## config.mk

```make
export PLATFORM = sky130hd
export DESIGN_NAME = i2s_rx
export DESIGN_NICKNAME = d
export VERILOG_FILES = /design/src/rtl/i2s_pkg.sv /design/src/rtl/i2s_sync_edge.sv /design/src/rtl/i2s_rx.sv
export SDC_FILE = /design/constraint.sdc
export NUM_CORES = 1
export LEC_CHECK = 0
export ABC_AREA = 0
export BUFFER_PORTS_ARGS = -buffer_cell sky130_fd_sc_hd__buf_4
export CORE_MARGIN = 2
export CORE_UTILIZATION = 60
export DETAILED_ROUTE_END_ITERATION = 10
export PLACE_DENSITY = 0.8
export SYNTH_ARGS = -nofsm -noshare
export SYNTH_HDL_FRONTEND = slang
export SYNTH_SLANG_ARGS = --single-unit
```

## constraint.sdc

```tcl
create_clock -name Clk -period 3.8 [get_ports Clk]
set_clock_uncertainty 0.15 [all_clocks]
set_input_delay 0.38 -clock Clk [delete_from_list [all_inputs] [get_ports Clk]]
set_output_delay 0.38 -clock Clk [all_outputs]
set_load 0.05 [all_outputs]
```

## src/rtl/i2s_pkg.sv

```systemverilog
// ---------------------------------------------------------------------------
// i2s_pkg
// Shared definitions for the I2S receive and transmit paths.
//   I2S_WORD_W  : default bits per channel slot word
//   i2s_state_e : framing state (SYNC, LEFT, RIGHT)
//   i2s_pair_t  : one stereo sample pair at the default word width
// ---------------------------------------------------------------------------
package i2s_pkg;

  localparam int unsigned I2S_WORD_W = 32;

  typedef enum logic [1:0] {
    SYNC  = 2'd0,
    LEFT  = 2'd1,
    RIGHT = 2'd2
  } i2s_state_e;

  typedef struct packed {
    logic [I2S_WORD_W-1:0] left;
    logic [I2S_WORD_W-1:0] right;
  } i2s_pair_t;

endpackage

```

## src/rtl/i2s_sync_edge.sv

```systemverilog
// ---------------------------------------------------------------------------
// i2s_sync_edge
// Multi-stage synchronizer for one asynchronous input, with rising-edge
// detection on the synchronized value.
// Ports:
//   clk   in  system clock
//   rst_n in  asynchronous active-low reset
//   d     in  asynchronous input
//   q     out synchronized level (STAGES cycles behind d)
//   rise  out one-cycle pulse when q goes 0 -> 1
// Parameters:
//   STAGES : number of synchronizer flops (2 or more)
// ---------------------------------------------------------------------------
module i2s_sync_edge #(
  parameter int unsigned STAGES = 2
) (
  input  logic clk,
  input  logic rst_n,
  input  logic d,
  output logic q,
  output logic rise
);

  logic [STAGES-1:0] sync_q;
  logic              q_prev;

  // NOTE: sequential state uses non-blocking assignments so every flop
  // samples the pre-edge value of its neighbour, giving a true shift chain.
  always_ff @(posedge clk or negedge rst_n) begin
    if (!rst_n) begin
      sync_q <= '0;
      q_prev <= 1'b0;
    end else begin
      sync_q <= {sync_q[STAGES-2:0], d};
      q_prev <= sync_q[STAGES-1];
    end
  end

  assign q    = sync_q[STAGES-1];
  assign rise = sync_q[STAGES-1] & ~q_prev;

endmodule

```

## src/rtl/i2s_rx.sv

```systemverilog
// ---------------------------------------------------------------------------
// i2s_rx
// I2S receiver: deserializes codec ADC serial data into parallel stereo
// pairs. BCLK, LRCLK and ADCDAT are asynchronous to Clk; they are
// synchronized and all sampling happens on detected BCLK rising edges.
// Clk must run at 8x BCLK or faster.
//
// Ports:
//   Clk       in  system clock
//   Reset_n   in  asynchronous active-low reset
//   bclk      in  codec bit clock
//   lrclk     in  codec word select (0 = left, 1 = right)
//   adcdat    in  codec serial data, MSB first
//   left_out  out left sample of the presented pair
//   right_out out right sample of the presented pair
//   out_valid out pair available, held until accepted
//   out_ready in  consumer accepts when out_valid && out_ready
//   overflow  out sticky: a pair was overwritten before acceptance
//   clr_ovf   in  synchronous clear of overflow (a simultaneous set wins)
//
// Build option:
//   I2S_RX_LEFT_JUSTIFIED_EN : left-justified framing (no 1-bit delay).
//   Undefined gives standard I2S, where the bit sampled on the LRCLK
//   change edge is the LSB of the channel just ending.
// ---------------------------------------------------------------------------
module i2s_rx
  import i2s_pkg::*;
#(
  parameter int unsigned WORD_W      = I2S_WORD_W,
  parameter int unsigned SYNC_STAGES = 2
) (
  input  logic              Clk,
  input  logic              Reset_n,
  input  logic              bclk,
  input  logic              lrclk,
  input  logic              adcdat,
  output logic [WORD_W-1:0] left_out,
  output logic [WORD_W-1:0] right_out,
  output logic              out_valid,
  input  logic              out_ready,
  output logic              overflow,
  input  logic              clr_ovf
);

  localparam int unsigned CNT_W = $clog2(WORD_W + 1);
  typedef logic [CNT_W-1:0] cnt_t;
  localparam cnt_t CNT_MAX = cnt_t'(WORD_W);

  // Left-align a word of cnt valid bits (held in the LSBs) to the MSB end.
  function automatic logic [WORD_W-1:0] align_word(input logic [WORD_W-1:0] word,
                                                   input cnt_t              cnt);
    return word << (CNT_MAX - cnt);
  endfunction

  // ---------------- input conditioning ----------------
  logic bclk_s, bclk_rise;
  logic lr_s, lr_rise;
  logic dat_s, dat_rise;

  i2s_sync_edge #(.STAGES(SYNC_STAGES)) u_sync_bclk (
    .clk  (Clk),
    .rst_n(Reset_n),
    .d    (bclk),
    .q    (bclk_s),
    .rise (bclk_rise)
  );

  i2s_sync_edge #(.STAGES(SYNC_STAGES)) u_sync_lrclk (
    .clk  (Clk),
    .rst_n(Reset_n),
    .d    (lrclk),
    .q    (lr_s),
    .rise (lr_rise)
  );

  i2s_sync_edge #(.STAGES(SYNC_STAGES)) u_sync_adcdat (
    .clk  (Clk),
    .rst_n(Reset_n),
    .d    (adcdat),
    .q    (dat_s),
    .rise (dat_rise)
  );

  // Only the bclk edge pulse and the lrclk/adcdat levels are consumed.
  logic unused_sync;
  assign unused_sync = bclk_s ^ lr_rise ^ dat_rise;

  // ---------------- framing state ----------------
  i2s_state_e        state_q, state_d;
  logic [WORD_W-1:0] shreg_q, shreg_d;
  cnt_t              cnt_q, cnt_d;
  logic [WORD_W-1:0] left_hold_q, left_hold_d;
  logic              lr_prev_q, lr_prev_d;
  logic              emit;

  logic              lr_change;
  logic [WORD_W-1:0] shift_word;
  cnt_t              shift_cnt;
  logic [WORD_W-1:0] closed_word;
  logic [WORD_W-1:0] start_shreg;
  cnt_t              start_cnt;

  assign lr_change = lr_s ^ lr_prev_q;

  // Shift only while the word is not yet full; extra slot bits are dropped
  // and the count saturates at WORD_W.
  assign shift_word = (cnt_q < CNT_MAX) ? {shreg_q[WORD_W-2:0], dat_s} : shreg_q;
  assign shift_cnt  = (cnt_q < CNT_MAX) ? cnt_q + cnt_t'(1) : cnt_q;

`ifdef I2S_RX_LEFT_JUSTIFIED_EN
  // The change-edge bit is the MSB of the new channel: close without it,
  // then start the new word holding that bit.
  assign closed_word = align_word(shreg_q, cnt_q);
  assign start_shreg = {{(WORD_W-1){1'b0}}, dat_s};
  assign start_cnt   = cnt_t'(1);
`else
  // The change-edge bit is the LSB of the ending channel: include it in the
  // closed word, and the new channel starts empty.
  assign closed_word = align_word(shift_word, shift_cnt);
  assign start_shreg = '0;
  assign start_cnt   = '0;
`endif

  always_ff @(posedge Clk or negedge Reset_n) begin
    if (!Reset_n) begin
      state_q     <= SYNC;
      shreg_q     <= '0;
      cnt_q       <= '0;
      left_hold_q <= '0;
      lr_prev_q   <= 1'b0;
    end else begin
      state_q     <= state_d;
      shreg_q     <= shreg_d;
      cnt_q       <= cnt_d;
      left_hold_q <= left_hold_d;
      lr_prev_q   <= lr_prev_d;
    end
  end

  // NOTE: every signal written here gets its hold value first, so no path
  // through the block leaves a signal unassigned and no latch is inferred.
  always_comb begin
    state_d     = state_q;
    shreg_d     = shreg_q;
    cnt_d       = cnt_q;
    left_hold_d = left_hold_q;
    lr_prev_d   = lr_prev_q;
    emit        = 1'b0;

    if (bclk_rise) begin
      lr_prev_d = lr_s;
      case (state_q)
        SYNC: begin
          // Frames are aligned on the 1->0 word-select edge (start of left);
          // the 0->1 edge is ignored here.
          if (lr_change && !lr_s) begin
            state_d = LEFT;
            shreg_d = start_shreg;
            cnt_d   = start_cnt;
          end
        end
        LEFT, RIGHT: begin
          if (!lr_change) begin
            shreg_d = shift_word;
            cnt_d   = shift_cnt;
          end else begin
            shreg_d = start_shreg;
            cnt_d   = start_cnt;
            if (state_q == LEFT) begin
              left_hold_d = closed_word;
              state_d     = RIGHT;
            end else begin
              emit    = 1'b1;
              state_d = LEFT;
            end
          end
        end
        default: state_d = SYNC;
      endcase
    end
  end

  // ---------------- output handshake ----------------
  // An emit while a pair is still waiting overwrites it; if the consumer
  // accepts in that same cycle the pair was taken, so no overflow.
  always_ff @(posedge Clk or negedge Reset_n) begin
    if (!Reset_n) begin
      left_out  <= '0;
      right_out <= '0;
      out_valid <= 1'b0;
      overflow  <= 1'b0;
    end else begin
      if (emit) begin
        left_out  <= left_hold_q;
        right_out <= closed_word;
        out_valid <= 1'b1;
      end else if (out_valid && out_ready) begin
        out_valid <= 1'b0;
      end

      if (emit && out_valid && !out_ready) begin
        overflow <= 1'b1;
      end else if (clr_ovf) begin
        overflow <= 1'b0;
      end
    end
  end

endmodule

```

-- Word level (Yosys, flattened, before mapping)
Index checks and enable logic that the tools add are counted.
- register bits: 146
- input port bits: 7
- logic and storage cells: 58
- add/subtract/negate cells: 2
- magnitude comparators: 1
- equality and inequality tests: 4
- shift-type cells: 1
- muxes and demuxes: 20
- bitwise logic cells: 3
- reduce and logical (&&, ||, !) cells: 14
- operators with widths (operator ; count):
    $mux W32 ; 3
    $pmux W32 S2 ; 1
    $shl A32 B6 Y32 ; 1
    $mux W6 ; 3
    $pmux W6 S2 ; 1
    $mux W1 ; 8
    $add A6 B1 Y6 const B ; 1
    $lt A6 B6 Y1 const B ; 1
    $mux W2 ; 3
    $reduce_and A3 Y1 ; 2
    $reduce_bool A2 Y1 ; 3
    $sub A6 B6 Y6 const A ; 1
    $logic_and A1 B1 Y1 ; 4
    $ne A2 B2 Y1 const B ; 2
    $pmux W2 S2 ; 1
    $reduce_and A4 Y1 ; 1
    $eq A2 B1 Y1 const B ; 1
    $eq A2 B2 Y1 const B ; 1
    $logic_not A1 Y1 ; 2
    $logic_not A2 Y1 ; 1
    $reduce_or A2 Y1 ; 1
    $and A1 B1 Y1 ; 1
    $not A1 Y1 ; 1
    $xor A1 B1 Y1 ; 1

-- Logic depth before layout (Yosys ltp)
Gate-level depths: netlist of run 1.
- word-level depth: 8
- mapped depth: 12
- depth with buffers taken out: 9

-- Hierarchy
Synthesis of run 1 repeated with hierarchy kept, for this count alone.
- cell total of the unflattened synthesis: 819
- area, all modules: 7971.4 um^2
- modules (own cells, without submodules) (module ; times used ; cells an instance ; area an instance (um^2)):
    i2s_rx ; 1 ; 807 ; 7704.9
    i2s_sync_edge ; 3 ; 4 ; 88.8

-- Worst setup path after synthesis of run 1
No wires, ideal clock.
- kind: flip-flop to flip-flop
- start: reg cnt_q[0]
- end: reg right_out[24]
- library setup time: 0.138 ns
- data arrival time: 2.562 ns
- data required time: 3.512 ns
- setup slack: 0.950 ns
- stages on the path, launching flop included: 11
- buffers on the path: 2
- cell sequence: dfrtp_1 ha_1 buf_2 o31ai_2 nor3_1 nor2_1 buf_4 mux2_2 mux2_2 a21oi_1 o31ai_1
- cells in the longest elaborated chain, start to end: 4
- elaborated cells on any way between the ends: 6
- those cells by class: 2 x add/sub; 1 x order compare; 1 x shift; 2 x mux
- ends and longest elaborated chain (what ; line ; text):
    start, declared ; i2s_rx.sv:91 ; cnt_t cnt_q, cnt_d;
    start signal, assigned ; i2s_rx.sv:134 ; cnt_q <= cnt_d;
    $add A6 B1 Y6 / $lt A6 B6 Y1 (equally long branches) ; i2s_rx.sv:108, i2s_rx.sv:107 ;
    $mux W6 ; i2s_rx.sv:108 ; assign shift_cnt = (cnt_q < CNT_MAX) ? cnt_q + cnt_t'(1) : cnt_q;
    $sub A6 B6 Y6 ; i2s_rx.sv:52 ; return word << (CNT_MAX - cnt);
    $shl A32 B6 Y32 * ; i2s_rx.sv:52 ;
    end signal, assigned ; i2s_rx.sv:195 ; right_out <= closed_word;
    end, declared ; i2s_rx.sv:38 ; output logic [WORD_W-1:0] right_out,
Every way passes the cells marked *; elsewhere a longest branch is shown, timed or not.
A chain may end at the register's enable or synchronous reset.

-- Final worst setup path of run 1
Ends and elaborated chain as after synthesis.

==> results.py, run 1 <==
metrics = {
    "critical_path": {
        "critPathArrivalTime_ns": 3.71,
        "critPathMaxFanout": 15,
        "path_buf_inv": 0,
        "crit_path_end_kind": "register",
        "rr_worst_depth": 9,
        "setup.worst_path.class": "register to register",
        "crit_end": "right_out[24]",
        "cp-startpoint": "cnt_q[0]",
        "r2r_end": "right_out[24]",
        "crit_required_ns": 3.98,
        "reg2reg_from": "cnt_q[0]",
        "cpPeakStageDelay_ns": 0.53,
        "path_common_cell": "mux2_2",
        "cp.depth": 9,
        "cpMaxStageDelayCell": "ha_1",
        "r2r_slack_ns": 0.27,
        "critPathTopFamily": "simple AND/OR/NAND/NOR gates",
        "critPathLaunchType": "register",
        "cp_cell_sequence": "ha_1, nor2_1, or3_1, nand2_2, mux2_2, mux2i_1, mux2_2, a21oi_1, o31ai_1",
    },
    "sta": {
        "fin_tns_setup_ns": 0,
        "finalSetupViolations": 0,
        "fmax_ghz": 0.283,
        "fin_ws_ns": 0.266,
        "final_hold_viol_count": 0,
        "rsz0062_at_grt": "false",
        "worst_slew_pin_slew_ns": 0.867,
        "whs_ns": 0.0993,
        "fin_crit_sh": 0.930,
        "slew-limit-headroom": 0.421,
        "fin_crit_ns": 3.53,
        "slew_viol_final": 0,
    },
    "placement": {
        "dp_slack_ns": 0.339,
        "gp_congestion": 0.957,
        "hpwl_um": 13800,
        "place_inst": 970,
        "port_buffers": 72,
    },
    "final_layout": {
        "area_growth_pct": 17.2,
        "seqCellArea_um2": 3660,
        "drive_gt1_frac": 0.246,
        "multi_input_area_um2": 3950,
        "fin_cells": 1007,
        "nets": 835,
        "finalCoreUtilization": 0.724,
        "diodes": 0,
        "fillers": 943,
    },
    "floorplanning": {
        "initial_core_util": 0.618,
        "row_count": 41,
        "dieHeight_um": 118,
        "die_w_um": 118,
        "ioPinCount": 73,
        "core-area_um2": 12700,
        "die_area_um2": 14000,
    },
    "clock_network": {
        "cts_resized": 0,
        "clk_path_buf_depth": 2,
        "clkSinkCount": 146,
        "cts_tree": "yes",
        "clk_latency_ns": 0.43,
        "cts_setup_buffers": 0,
        "h-tree-depth": 4,
        "ctsHoldBuffers": 5,
        "cts_root_buf": "clkbuf_16",
        "path_clk_slew_ns": 0.06,
        "cts_made_buffers": 17,
    },
    "logic_synthesis": {
        "ys_seq_area_frac": 0.465,
        "ys_ff_latch": 146,
        "synth_cells": 763,
        "netlist-cell-type-count": 64,
        "synthFlopType": "dfrtp_1",
        "synth_edf_count": 0,
        "avgSynthCellArea_um2": 10.3,
        "synthArstFlopShare": 1.00,
        "synth_nets": 776,
        "yosysWarnings": 0,
        "syn_area_um2": 7860,
    },
    "pwr": {
        "peakVddDrop_mv": 0.447,
        "p_clk_frac": 0.295,
        "seq_power_share": 0.303,
        "p_comb_frac": 0.401,
        "p_leak_uw": 0.00410,
        "power.internal_uw": 3590,
        "swShare": 0.396,
        "power_density_nw_per_um2": 646,
        "switching_power_uw": 2360,
    },
    "global_routing": {
        "antenna_found_initial": 0,
        "first_global_vias": 6001,
        "grt_pass1_wl_um": 32700,
        "overflow": 0,
        "grt_max_degree": 94,
        "grt.total_usage": 0.294,
    },
    "detailed_routing": {
        "wl_per_cell_um": 19.6,
        "detailedRoute.firstPassIterationCount": 5,
        "ant_nets": 0,
        "first_iter_violations": 436,
        "vias": 6216,
        "wl_um": 19700,
        "drcViolationCount": 0,
        "vias_per_cell": 6.17,
    },
    "job": {
        "maxCapViolations": 0,
    },
    "min_path": {
        "hold_path.class": "input port to register",
    },
    "run_status": {
        "outcome": "completed",
    },
}
worst min-delay path by stage:
stage	from	depth (start not counted)	slack [ns]	end
floorplan	Reset_n	0	-0.07	cnt_q[0]
global placement	u_sync_lrclk.sync_q[0]	0	0.19	u_sync_lrclk.sync_q[1]
detailed placement	u_sync_bclk.sync_q[0]	0	0.19	u_sync_bclk.sync_q[1]
CTS	out_ready	3	0.08	out_valid
global route	out_ready	3	0.11	out_valid
finish	out_ready	3	0.1	out_valid
power groups by stage:
stage / logic, µW / registers, µW / clock network [µW]
after global routing: 2570 / 1820 / 1850
after floorplan: 1660 / 2000 / 0
after global placement: 2320 / 1820 / 0
final: 2390 / 1810 / 1760
after CTS: 2360 / 1800 / 1780
after detailed placement: 2340 / 1830 / 0
metal layers:
layer  GRT usage  up-vias  part of all wire
li1            -     2910                 -
met1       0.416     3061              0.44
met2       0.470      212              0.49
met3      0.0444       33             0.047
met4      0.0923        0             0.021
met5           0        -                 0
cell usage after synthesis (3+ instances only):
cell	number	area, µm²
nor3_1	19	95.1
a21oi_1	39	195
o22ai_1	5	31.3
a22oi_1	4	30.0
a22o_1	38	333
inv_1	9	33.8
dfrtp_1	146	3650
clkbuf_1	25	93.8
xnor2_1	3	26.3
buf_6	3	33.8
o21a_1	5	37.5
mux2_2	59	664
buf_1	5	18.8
mux4_2	3	67.6
nor2_2	3	18.8
nor2_1	43	161
a21boi_0	3	22.5
nand2b_1	11	68.8
o21ai_1	11	55.1
xor2_1	3	26.3
a2bb2oi_1	6	52.6
nand3_1	9	45.0
buf_4	5	37.5
nand2_1	86	323
o31ai_1	14	105
a21o_1	3	22.5
mux2i_1	69	691
nor4_1	3	18.8
nand2_2	4	25.0
o21ai_0	59	295
and3_1	3	18.8
o211ai_1	4	30.0
or3_1	5	31.3
buf_2	12	60.1
ha_1	6	75.1
cells by family after synthesis:
group / Yosys count / synth area share
AND/OR/NAND/NOR: 200 / 0.119
AO/OA/AOI/OAI: 212 / 0.179
XOR/XNOR: 7 / 0.00875
adder cells (fa/ha/maj): 6 / 0.00955
flip-flops: 146 / 0.465
multiplexers: 132 / 0.184
buffers and inverters: 60 / 0.0360
cell type report:
cell class,count,share of cell area
Multi-Input combinational cell,557,0.429
Sequential cell,146,0.397
Timing Repair Buffer,91,0.0800
Clock buffer,17,0.0462
Tap cell,172,0.0234
Clock inverter,15,0.0213
Inverter,9,0.00367
cell usage in the layout, fill, tap and decap left out, types with 17 or more instances in the layout:
cell,instances
dfrtp_1,144
nor3_1,18
a22o_1,38
mux2i_1,69
mux2_2,59
clkbuf_16,17
buf_4,82
nand2_1,86
a21oi_1,39
nor2_1,42
o21ai_0,59
registers in the layout (all words and copies together), names as in the netlist:
register / flops
left_hold_q: 32
left_out: 32
right_out: 32
shreg_q: 32
cnt_q: 6
state_q: 2
u_sync_adcdat.sync_q: 2
u_sync_bclk.sync_q: 2
u_sync_lrclk.sync_q: 2
lr_prev_q: 1
out_valid: 1
overflow: 1
u_sync_bclk.q_prev: 1
stage by stage:
step                cell area, µm²  power [µW]
finish                        9220        5950
global route                  9220        6250
CTS                           9220        5950
detailed placement            8540        4170
global placement              8540        4130
floorplan                     7860        3660
worst register-to-register path, stage by stage (launching register included):
cell,delay [ns]
dfrtp_2,0.49
ha_1,0.53
nor2_1,0.16
or3_1,0.46
nand2_2,0.36
mux2_2,0.39
mux2i_1,0.27
mux2_2,0.24
a21oi_1,0.11
o31ai_1,0.27
(Power assumes the default switching activity.)
==> run 2, diff against run 1 <==
--- a/config.mk
+++ b/config.mk
@@ -8,8 +8,10 @@
 export ABC_AREA = 0
 export BUFFER_PORTS_ARGS = -buffer_cell sky130_fd_sc_hd__buf_4
+export CORE_ASPECT_RATIO = 0.6
 export CORE_MARGIN = 2
 export CORE_UTILIZATION = 60
 export DETAILED_ROUTE_END_ITERATION = 10
 export PLACE_DENSITY = 0.8
+export SKIP_LAST_GASP = 1
 export SYNTH_ARGS = -nofsm -noshare
 export SYNTH_HDL_FRONTEND = slang
--- a/constraint.sdc
+++ b/constraint.sdc
@@ -3,3 +3,3 @@
 set_input_delay 0.38 -clock Clk [delete_from_list [all_inputs] [get_ports Clk]]
 set_output_delay 0.38 -clock Clk [all_outputs]
-set_load 0.05 [all_outputs]
+set_load 0.1 [all_outputs]
==> run 2 against run 1 <==
Wire length is 4.6% higher. Power is 5.4% higher. Die area is 0.22% higher. Global-route usage is 0.98 points higher. Sequential share of layout area fell by 0.097 points. Final cell count rose by 0.89%. Via count up 0.37%. Non-clock buffer count rose by 11. Critical path type unchanged. Largest cell class unchanged.
==> results.py, run 2 (synthesis results as in run 1) <==
metrics = {
    "floorplanning": {
        "initial_core_util": 0.614,
        "row_count": 32,
        "die_area_um2": 14100,
        "ioPinCount": 73,
        "core-area_um2": 12800,
        "die_w_um": 152,
        "dieHeight_um": 92.7,
    },
    "final_layout": {
        "nets": 846,
        "layout.cells.most_common": "dfrtp_1",
        "drive_gt1_frac": 0.257,
        "finalCoreUtilization": 0.721,
        "diodes": 0,
        "area_growth_pct": 17.5,
        "most-common-layout-cells": "dfrtp_1 (144), buf_4 (97), nand2_1 (86)",
        "fin_cells": 1016,
    },
    "sta": {
        "fin_ws_ns": 0.191,
        "worst_slew_pin_slew_ns": 0.892,
        "fmax_ghz": 0.277,
        "fin_crit_sh": 0.950,
        "whs_ns": 0.0320,
        "final_hold_viol_count": 0,
        "fin_crit_ns": 3.61,
        "slew-limit-headroom": 0.404,
        "rsz0062_at_grt": "false",
        "finalSetupViolations": 0,
        "fin_tns_setup_ns": 0,
        "slew_viol_final": 0,
    },
    "clock_network": {
        "cts_made_buffers": 17,
        "cts_root_buf": "clkbuf_16",
        "clk_latency_ns": 0.42,
        "cts_tree": "yes",
        "clkSinkCount": 146,
        "h-tree-depth": 4,
        "clk_path_buf_depth": 2,
        "path_clk_slew_ns": 0.07,
    },
    "placement": {
        "hpwl_um": 14700,
        "dp_slack_ns": 0.214,
        "place_inst": 980,
        "port_buffers": 72,
        "gp_congestion": 0.968,
    },
    "pwr": {
        "power_density_nw_per_um2": 679,
        "p_leak_uw": 0.00412,
        "peakVddDrop_mv": 0.315,
    },
    "min_path": {
        "worstHoldEndpoint": "overflow",
        "hold_path.class": "input port to register",
        "min_from": "clr_ovf",
        "holdPathStages": 2,
    },
    "critical_path": {
        "crit_required_ns": 3.91,
        "reg2reg_from": "cnt_q[1]",
        "r2r_end": "right_out[22]",
        "critPathMaxFanout": 15,
        "crit_path_end_kind": "register",
        "critPathLaunchType": "register",
        "critPathArrivalTime_ns": 3.72,
        "setup.worst_path.class": "register to register",
        "r2r_slack_ns": 0.19,
        "rr_worst_depth": 9,
    },
    "run_status": {
        "outcome": "completed",
    },
    "detailed_routing": {
        "detailedRoute.firstPassIterationCount": 5,
        "vias_per_cell": 6.14,
        "drcViolationCount": 0,
        "wl_per_cell_um": 20.3,
        "ant_nets": 0,
        "wl_um": 20600,
        "first_iter_violations": 435,
        "vias": 6239,
    },
    "global_routing": {
        "grt_max_degree": 91,
        "overflow": 0,
        "grt_pass1_wl_um": 32900,
        "first_global_vias": 6041,
        "grt.total_usage": 0.304,
        "antenna_found_initial": 0,
    },
    "job": {
        "maxCapViolations": 0,
    },
}
run 2: what timing repair did:
action | 4_1_cts | 5_1_grt
setup buffers | 0 | 0
endpoints found under the hold margin | 90 | 0
gates resized for setup | 0 | 2
endpoints found under the setup margin | 0 | 12
hold buffers | 4 | 0
run 2: routing by layer:
layer,vias to the layer above,part of all wire,GRT usage
met3,12,0.070,0.0793
met4,0,0.0043,0.0502
met2,228,0.43,0.434
met1,3078,0.50,0.472
met5,-,0,0
li1,2921,-,-
run 2: how the worst max path moves through the flow:
stage,from,end,slack [ns],depth (start not counted)
finish,cnt_q[1],right_out[22],0.19,9
global route,cnt_q[1],left_hold_q[19],0.09,9
CTS,cnt_q[1],right_out[16],0.16,9
detailed placement,cnt_q[1],right_out[16],0.21,9
global placement,cnt_q[1],right_out[16],0.32,9
floorplan,cnt_q[0],right_out[24],0.95,10
run 2: through the flow:
step,area [µm²],power (µW)
after floorplan,7860,3900
after global placement,8590,4470
after detailed placement,8590,4510
after CTS,9230,6230
after global routing,9240,6540
final,9240,6270
run 2: cell type report:
class | instances | area (µm²)
tap | 170 | 213
fill | 932 | 3570
clock buffer | 18 | 429
inverter | 9 | 33.8
multi-input combinational | 557 | 3960
timing repair buffer | 102 | 779
clock inverter | 14 | 168
sequential | 146 | 3660
run 2: power by group:
| part | switching (µW) | internal (µW) | leakage (µW) |
|---|---|---|---|
| registers | 118 | 1680 | 0.00201 |
| clock network | 727 | 992 | 0.000280 |
| logic | 1840 | 911 | 0.00183 |
| total | 2690 | 3590 | 0.00412 |
run 2: critical path: stages (launching register included):
cell	delay, ns
dfrtp_1	0.49
ha_2	0.50
nor2_1	0.14
or3_1	0.44
nand2_2	0.35
o21ai_0	0.24
mux2_2	0.37
o21a_1	0.12
nor3_1	0.47
o21ai_0	0.18
==> run 3, diff against run 2 <==
- ABC_AREA: 0 -> 1
- HOLD_SLACK_MARGIN: unset -> 0.03
==> run 3 against run 2 <==
Via count rose by 25%. Register-to-register slack gained 0.59 ns. Design area up 1.2%. Area after synthesis rose by 3.8%. Fmax up 20%. Final cell count increased by 35%.
==> results.py, run 3 <==
metrics = {
    "run_status": {
        "outcome": "completed",
    },
    "logic_synthesis": {
        "ys_seq_area_frac": 0.448,
        "ys_ff_latch": 146,
        "synthFlopType": "dfrtp_1",
        "synth_area_leaders": "dfrtp_1 (45%), nand2_1 (25%), nand3_1 (9.8%), o21ai_0 (3.0%), inv_1 (2.3%)",
        "avgSynthCellArea_um2": 7.18,
        "synth_nets": 1149,
        "synth_common_cells": "nand2_1 (554), nand3_1 (160), dfrtp_1 (146), inv_1 (50), o21ai_0 (49)",
        "synthArstFlopShare": 1.00,
        "yosysTopAreaCell": "dfrtp_1",
        "yosysTopAreaCellShare": 0.448,
        "netlist-cell-type-count": 33,
        "synth_cells": 1136,
        "synth_edf_count": 0,
        "yosysMostFrequentCell": "nand2_1",
        "yosysWarnings": 0,
        "syn_area_um2": 8160,
    },
    "sta": {
        "fin_crit_ns": 3.02,
        "fin_crit_sh": 0.795,
        "whs_ns": 0.0629,
        "final_hold_viol_count": 0,
        "fin_tns_setup_ns": 0,
        "rsz0062_at_grt": "false",
        "slew-limit-headroom": 0.294,
        "fmax_ghz": 0.331,
        "slew_viol_final": 0,
        "worst_slew_pin_slew_ns": 1.06,
        "finalSetupViolations": 0,
    },
    "final_layout": {
        "drive_gt1_frac": 0.138,
        "most-common-layout-cells": "nand2_1 (554), nand3_1 (160), dfrtp_1 (146)",
        "layout.cells.most_common": "nand2_1",
        "nets": 1197,
        "area_growth_pct": 14.6,
        "diodes": 0,
        "final_cell_area_um2": 9350,
    },
    "placement": {
        "gp_congestion": 1.02,
        "place_area_um2": 8680,
        "port_buffers": 72,
        "hpwl_um": 15500,
    },
    "clock_network": {
        "cts_made_buffers": 17,
        "h-tree-depth": 4,
        "path_clk_slew_ns": 0.07,
        "cts_root_buf": "clkbuf_16",
        "cts_tree": "yes",
        "clk_path_buf_depth": 2,
        "clkSinkCount": 146,
        "clk_latency_ns": 0.42,
    },
    "detailed_routing": {
        "detailedRoute.firstPassIterationCount": 6,
        "wl_um": 22500,
        "wl_per_cell_um": 16.5,
        "drcViolationCount": 0,
        "vias_per_cell": 5.71,
        "ant_nets": 0,
        "vias": 7806,
        "first_iter_violations": 950,
    },
    "min_path": {
        "hold_path.class": "input port to register",
        "min_from": "out_ready",
        "worstHoldEndpoint": "out_valid",
        "holdPathStages": 4,
    },
    "floorplanning": {
        "initial_core_util": 0.625,
        "dieHeight_um": 94.3,
        "core-area_um2": 13100,
        "die_area_um2": 14600,
        "die_w_um": 155,
        "ioPinCount": 73,
        "row_count": 32,
    },
    "global_routing": {
        "grt.total_usage": 0.328,
        "overflow": 0,
        "grt_pass1_wl_um": 37200,
        "antenna_found_initial": 0,
        "grt_max_degree": 82,
        "first_global_vias": 7197,
    },
    "critical_path": {
        "cp.depth": 12,
        "critPathArrivalTime_ns": 3.16,
        "critPathTopFamily": "simple AND/OR/NAND/NOR gates",
        "rr_worst_depth": 12,
        "critPathMaxFanout": 37,
        "critPathLaunchType": "register",
        "cpPeakStageDelay_ns": 0.47,
        "cp_cell_sequence": "buf_4, nand2_1, nand2_4, nand2_4, nand2_1, nand2_1, buf_4, nand2_1, nand3_1, and2_1, nand3_1, o21ai_1",
        "path_buf_inv": 2,
        "cp-startpoint": "cnt_q[5]",
        "r2r_slack_ns": 0.78,
        "reg2reg_from": "cnt_q[5]",
        "crit_path_end_kind": "register",
        "path_common_cell": "nand2_1",
        "cpMaxStageDelayCell": "nand2_1",
        "setup.worst_path.class": "register to register",
        "r2r_end": "left_hold_q[10]",
        "crit_required_ns": 3.94,
    },
    "pwr": {
        "power_density_nw_per_um2": 780,
        "p_leak_uw": 0.00506,
        "peakVddDrop_mv": 0.657,
    },
    "job": {
        "maxCapViolations": 0,
    },
}
[run 3: changes by cell type in the layout (fill, tap and decap cells not counted), moves of 13 or more]
cell     delta
nand2_1   +468
nand3_1   +152
mux2i_1    -69
mux2_2     -59
inv_1      +41
a22o_1     -38
a21oi_1    -34
nor2_1     -30
nor3_1     -17
nand4_1    +14
buf_4      -13
o31ai_1    -13
[run 3: cell families (layout without fill, tap and decap cells)]
kind of cell | count (synthesis) | after routing | share of synthesized area
AO/OA/AOI/OAI | 80 | 80 | 0.0529
adder cells (fa/ha/maj) | 6 | 6 | 0.00920
flip-flops | 146 | 146 | 0.448
buffers and inverters | 120 | 181 | 0.0708
AND/OR/NAND/NOR | 784 | 784 | 0.419
[run 3: timing repair]
action	CTS	global route
setup buffers	0	0
hold buffers	5	0
endpoints found under the hold margin	77	0
resized for setup	0	0
endpoints found under the setup margin	0	0
[run 3: area by class of cell]
class                           instances  area (µm²)
Tap cell                              170         213
Sequential cell                       146        3650
Timing Repair Buffer                   91         712
Clock inverter                         15         191
Inverter                               58         218
Fill cell                            1074        3710
Multi-Input combinational cell        870        3930
Clock buffer                           17         425
[run 3: stage by stage]
step | utilization | instances | power, µW | setup slack (ns)
floorplan | - | 1136 | 4750 | 1.77
global placement | 0.665 | 1330 | 5450 | 0.901
detailed placement | 0.665 | 1330 | 5460 | 0.872
CTS | 0.716 | 1367 | 7240 | 0.855
global route | 0.716 | 1367 | 7650 | 0.586
finish | 0.716 | 1367 | 7290 | 0.780
[run 3: routing by layer]
metal  GRT usage  up-vias  routed length (µm)
met5           0        -                   0
met4      0.0795        0                 231
met3      0.0724       30                2320
met2       0.476      396                9530
met1       0.500     3646               10500
li1            -     3734                   -
[run 3: how the worst max path moves through the flow]
stage               slack, ns               to
global placement         0.90    right_out[10]
floorplan                1.77  left_hold_q[13]
CTS                      0.86  left_hold_q[10]
detailed placement       0.87    right_out[10]
finish                   0.78  left_hold_q[10]
global route             0.59    right_out[20]
[run 3: tightest hold or removal path, cell delays in order]
cell and delay [ns]:
buf_4 0.08, inv_1 0.03, nand2_1 0.07, nand2_1 0.05
[run 3: power by group]
part           total [µW]  internal (µW)  switching, µW
Clock                1770           1000            771
Combinational        3550            766           2780
Sequential           1970           1800            169
Total                7290           3570           3720
